### src/rtl/slc3_pkg.sv
// Shared SLC-3 datapath types and the condition-code helper used by the register file.
package slc3_pkg;

  typedef logic [15:0] word_t;
  typedef logic [2:0]  reg_sel_t;
  typedef logic [2:0]  nzp_t;

  localparam nzp_t NZP_RESET = 3'b010;

  // Returns {N,Z,P}; exactly one bit is always set.
  function automatic nzp_t calc_nzp(input word_t value);
    logic n;
    logic z;
    n = value[15];
    z = (value == '0);
    return {n, z, ~n & ~z};
  endfunction

endpackage

### src/rtl/dest_decoder.sv
// Enable-gated SEL_W-to-NREGS one-hot decoder; write-side mirror of the bus mux.
module dest_decoder #(
  parameter int NREGS = 8,
  parameter int SEL_W = 3
) (
  input  logic [SEL_W-1:0] sel,
  input  logic             enable,
  output logic [NREGS-1:0] onehot
);

  for (genvar gi = 0; gi < NREGS; gi++) begin : g_dec
    assign onehot[gi] = enable && (sel == SEL_W'(gi));
  end

endmodule

### src/rtl/reg_file_demux.sv
// General register file with one write port, two combinational read ports and NZP.
// Optional macro REG_FILE_WRITE_BYPASS_EN forwards Bus to a read port addressing DR during a write.
module reg_file_demux
  import slc3_pkg::*;
#(
  parameter int WIDTH = 16,
  parameter int NREGS = 8,
  parameter int SEL_W = 3
) (
  input  logic             Clk,
  input  logic             Reset_n,
  input  logic [WIDTH-1:0] Bus,
  input  logic [SEL_W-1:0] DR,
  input  logic             LD_REG,
  input  logic             LD_CC,
  input  logic [SEL_W-1:0] SR1,
  input  logic [SEL_W-1:0] SR2,
  output logic [WIDTH-1:0] SR1_out,
  output logic [WIDTH-1:0] SR2_out,
  output logic [2:0]       NZP,
  output logic [NREGS-1:0] Dest_onehot
);

  logic [WIDTH-1:0] regs_reg [NREGS];
  logic [NREGS-1:0] en;
  nzp_t             nzp_reg;
  logic [NREGS-1:0] dest_reg;

  dest_decoder #(
    .NREGS (NREGS),
    .SEL_W (SEL_W)
  ) u_dest_decoder (
    .sel    (DR),
    .enable (LD_REG),
    .onehot (en)
  );

  for (genvar gi = 0; gi < NREGS; gi++) begin : g_regs
    always_ff @(posedge Clk) begin
      if (!Reset_n) begin
        regs_reg[gi] <= '0;
      end else if (en[gi]) begin
        regs_reg[gi] <= Bus;
      end
    end
  end

  always_ff @(posedge Clk) begin
    if (!Reset_n) begin
      nzp_reg  <= NZP_RESET;
      dest_reg <= '0;
    end else begin
      if (LD_CC) begin
        nzp_reg <= calc_nzp(word_t'(Bus));
      end
      dest_reg <= en;
    end
  end

`ifdef REG_FILE_WRITE_BYPASS_EN
  assign SR1_out = (LD_REG && (SR1 == DR)) ? Bus : regs_reg[SR1];
  assign SR2_out = (LD_REG && (SR2 == DR)) ? Bus : regs_reg[SR2];
`else
  assign SR1_out = regs_reg[SR1];
  assign SR2_out = regs_reg[SR2];
`endif

  assign NZP         = nzp_reg;
  assign Dest_onehot = dest_reg;

endmodule

### config.mk
export PLATFORM = sky130hd
export DESIGN_NAME = reg_file_demux
export DESIGN_NICKNAME = d
export VERILOG_FILES = /design/src/rtl/slc3_pkg.sv /design/src/rtl/dest_decoder.sv /design/src/rtl/reg_file_demux.sv
export SDC_FILE = /design/constraint.sdc
export NUM_CORES = 1
export LEC_CHECK = 0
export ABC_CLOCK_PERIOD_IN_PS = 2650
export BUFFER_PORTS_ARGS = -buffer_cell sky130_fd_sc_hd__buf_2
export CAP_MARGIN = 0
export CORE_AREA = 2 2 114 116
export DETAILED_ROUTE_END_ITERATION = 7
export DIE_AREA = 0 0 116 118
export GPL_TIMING_DRIVEN = 0
export PLACE_DENSITY_LB_ADDON = 0.12
export SKIP_LAST_GASP = 1
export SYNTH_ARGS = -nofsm -noshare
export SYNTH_HDL_FRONTEND = slang
export SYNTH_SLANG_ARGS = --single-unit
### constraint.sdc
create_clock -name Clk -period 2.65 [get_ports Clk]
set_input_delay 0.53 -clock Clk [delete_from_list [all_inputs] [get_ports Clk]]
set_output_delay 0.53 -clock Clk [all_outputs]
set_load 0.01 [all_outputs]
=== Word level (Yosys, flattened, before mapping) ===
Memories as Yosys holds them, arrays and structs flattened.
Cells that the tools add are included.

* Eq/ne operators: 7
* Multiplexer cells: 33
* Bitwise operators: 11
* Reduce and logical (&&, ||, !) cells: 10

{| class="wikitable"
|+ Operator list
! operator !! count
|-
| $mux 16 || 8
|-
| $mux 1 || 25
|-
| $logic_not 16->1 || 1
|-
| $eq 3x3->1 const B || 4
|-
| $logic_and 1x1->1 || 8
|-
| $or 1x1->1 || 8
|-
| $eq 3x2->1 const B || 2
|-
| $eq 3x1->1 const B || 1
|-
| $logic_not 3->1 || 1
|-
| $not 1->1 || 2
|-
| $and 1x1->1 || 1
|}

* Flip-flop bits (word level): 11
* Bits in writable memories: 128
* Input bits: 29
* Output and inout port bits: 43
* Logic and storage cells: 64
* Memories kept: 1

{| class="wikitable"
|+ Memories
! name !! words !! bits a word !! rd ports !! clocked after memory_dff !! wr ports !! line !! source
|-
| regs_reg || 8 || 16 || 2 || 0 || 8 || reg_file_demux.sv:24 || <nowiki>logic [WIDTH-1:0] regs_reg [NREGS];</nowiki>
|}

=== Longest topological paths before layout ===
* Depth in word-level cells: 6
* Gate-level depth with buffers: 4
* Mapped depth without buffers: 3

=== Hierarchy ===
From an unflattened synthesis, not the netlist that was laid out.

* Cells, all modules: 443
* Area total of the unflattened synthesis: 7378.3 µm²

{| class="wikitable"
|+ Modules (own cells, without submodules)
! module !! times used !! cells an instance !! area each (µm²)
|-
| reg_file_demux || 1 || 435 || 7282.0
|-
| dest_decoder || 1 || 8 || 96.3
|}

=== Worst setup path after synthesis ===
OpenSTA, ideal clock, no wires.

* Path kind: input to register
* Start point: in DR[2]
* End point: mem regs_reg[0][0], enable pin
* Library setup time: 0.415 ns
* Arrival time: 1.972 ns
* Data required time: 2.235 ns
* Setup slack: 0.264 ns
* Stages: 2
* Buffers on the path: 0
* Cells stage by stage: nand2b_1 o31ai_1

{| class="wikitable"
|+ RTL lines
! element !! line !! source
|-
| start: declaration || reg_file_demux.sv:13 || <nowiki>input logic [SEL_W-1:0] DR,</nowiki>
|-
| end: declaration || reg_file_demux.sv:24 ||
|}

=== Worst setup path after layout ===
* Start point: in SR1[2]
* End point: out SR1_out[5]

* Cells in the longest elaborated chain, start to end: 1

{| class="wikitable"
|+ RTL lines
! element !! line !! source
|-
| start: declaration || reg_file_demux.sv:16 || <nowiki>input logic [SEL_W-1:0] SR1,</nowiki>
|-
| $mem_v2 8x16 || n/a ||
|-
| end: declaration || reg_file_demux.sv:18 || <nowiki>output logic [WIDTH-1:0] SR1_out,</nowiki>
|}

Every way passes these cells.

==> impl_metrics.tcl <==
set metrics [dict create \
    outcome "completed" \
    critPathKind "input port to primary output" \
    grt_start_max_net_pins 17 \
    worst_ep_arrival_time_ps 2100 \
    cts_tree "yes" \
    synth-seq-cells 139 \
    die_width_um 116 \
    globalRoute.totalOverflow 0 \
    vdd.ir_drop.worst_uv 476 \
    syn_nets 456 \
    max_slew.worst_pin.slew_ps 1270 \
    ctsHtreeMaxLevel 4 \
    startpoint_type "input port" \
    routedWlPerCell_um 25.1 \
    cts_setup_buffers 0 \
    portBuffers 67 \
    drt_first_pass_iters 5 \
    finish.utilization_pct 68.9 \
    power_leakage_nw 3.28 \
    drive_above_1_share_pct 31.1 \
    max-cap-violations 0 \
    dp_hpwl_um 12000 \
    pin_count 72 \
    slew-limit-headroom_pct 14.5 \
    post_cts_hold_buffer_count 0 \
    seq_area_frac_synth_pct 56.1 \
    finalClockSkew_ps 0 \
    drt_iter0_markers 375 \
    vias_in_the_first_global_route 4586 \
    cts.clk_slew.worst_paths_ps 60 \
    unrepaired_setup_endpoints_after_global_routing "false" \
    die-area_um2 13700 \
    fin_nets 550 \
    rows 41 \
    setup_slack_ps 16.5 \
    crit_path_cell_trace "clkbuf_2, buf_1, mux2_2, buf_2" \
    count_of_cell_types_in_the_netlist 26 \
    synthToLayoutAreaGrowth_pct 18.1 \
    post_synth_instance_area_um2 7240 \
    total_power_mw 5.63 \
    routed_wl_um 17700 \
    detail_route.drc_violations 0 \
    initial_core_util_pct 58.4 \
    via_count_of_the_routed_design 4359 \
    antenna_violating_nets_post_route 0 \
    antenna_diode_count 0 \
    final.min_clock_period_ps 2630 \
    cts-root-buf "sky130_fd_sc_hd__clkbuf_16" \
    floorplan.core_area_um2 12400 \
    number_of_flip_flops_in_the_largest_register 128 \
    final_hold_fails 0 \
    critical_path.max_fanout 10 \
    timing.final.crit_share_pct 99.4 \
    netlist_instances 427 \
    report.final.setup_viol 0 \
    post-place-ws_ps -31.5 \
    power.density_cell_area_nw_per_um2 658 \
    dieHeight_um 118 \
    synth_warnings 0 \
    post_cts.resized_instances 2 \
    endpoint_kind "primary output" \
    via_per_inst 6.17 \
    final.hold.worst_slack_ps 431 \
    layout.cells.most_common_list "sky130_fd_sc_hd__and2_1 (128), sky130_fd_sc_hd__edfxtp_1 (128), sky130_fd_sc_hd__buf_2 (71), sky130_fd_sc_hd__mux4_1 (56), sky130_fd_sc_hd__mux2_2 (32)" \
    cts_made_buffers 17 \
    ctsLongestPathBuffers 2 \
    cts.sink_count 139 \
    min-delay-path-class "input port to flip-flop" \
    number_of_antenna_violations_at_the_first_check_in_global_routing 0 \
    fmax_mhz 380 \
    routabilityCongestion 0.772 \
    critPathSlowestCell "sky130_fd_sc_hd__buf_1" \
    grt_first_pass_wirelength_um 26900 \
    worst_path_largest_cell_delay_ps 750 \
    final_max_slew_viol_count 0 \
    n_fill_cell 864 \
    synth_ff_type "sky130_fd_sc_hd__edfxtp_1" \
    worst_endpoint_required_time_ps 2120 \
    asyncSetResetFlopFracSynth_pct 0 \
    post_synth.cell_area_avg_um2 17.0 \
    grtUsageTotal_pct 27.6 \
    worst_skew_late_latency_ps 420 \
    synth_edf_count 128 \
]
kinds of logic after synthesis:
| kind of cell | share of synthesized area, % |
|---|---|
| multiplexers | 27.9 |
| flip-flops | 56.1 |
| AND/OR/NAND/NOR | 12.7 |
| buffers and inverters | 2.40 |
| AO/OA/AOI/OAI | 0.933 |
worst paths after layout:
path | start | end | slack (ps) | cells past startpoint
max | SR1[2] | SR1_out[5] | 20 | 4
min | LD_CC | NZP[2] | 430 | 3
max reg2reg | NZP[1] | NZP[1] | 1930 | 2
min reg2reg | NZP[1] | NZP[1] | 520 | 2
cell type report:
type	instances	area [um^2]	area share [%]
multi-input combinational	259	3060	35.7
clock buffer	20	437	5.10
timing repair buffer	75	455	5.32
inverter	1	3.75	0.0439
clock inverter	12	149	1.74
buffer	28	175	2.05
sequential	139	4060	47.5
tap	172	215	2.52
metal layers:
metal	track usage (%)	wire (um)	share of wire, %
met5	0	0	0
met4	9.15	349	2.0
met3	4.43	1310	7.4
met1	40.6	7420	42
met2	42.7	8650	49
where the power goes:
part,switching [mW],total (mW),leakage (nW),internal (mW)
Clock,0.886,2.36,0.279,1.47
Sequential,0.0626,2.60,1.33,2.54
Combinational,0.336,0.674,1.67,0.338
Total,1.28,5.63,3.28,4.35
cell usage after synthesis (all sizes together) (2+ instances only):
cell type	number	area share (%)
buf	18	1.8
nand2b	3	0.26
o21ai	7	0.48
nor3	2	0.14
clkbuf	10	0.55
nand2	3	0.16
edfxtp	128	53
nor2	7	0.36
mux4	64	23
dfxtp	11	3.0
o31ai	2	0.21
mux2	32	5.0
and2	128	11
nor4	4	0.35
worst max-delay path, delay by kind of cell:
family | cells | cell delay (ps)
buf+inv | 3 | 1130
mux | 1 | 440
per-stage QoR:
stage	instances	TNS, ps	area (um^2)
final	706	0	8560
after global routing	706	0	8560
after CTS	706	0	8550
after detailed placement	674	-137	7970
after global placement	666	-111580	7790
after floorplan	427	0	7240
(Power assumes the default switching activity.)
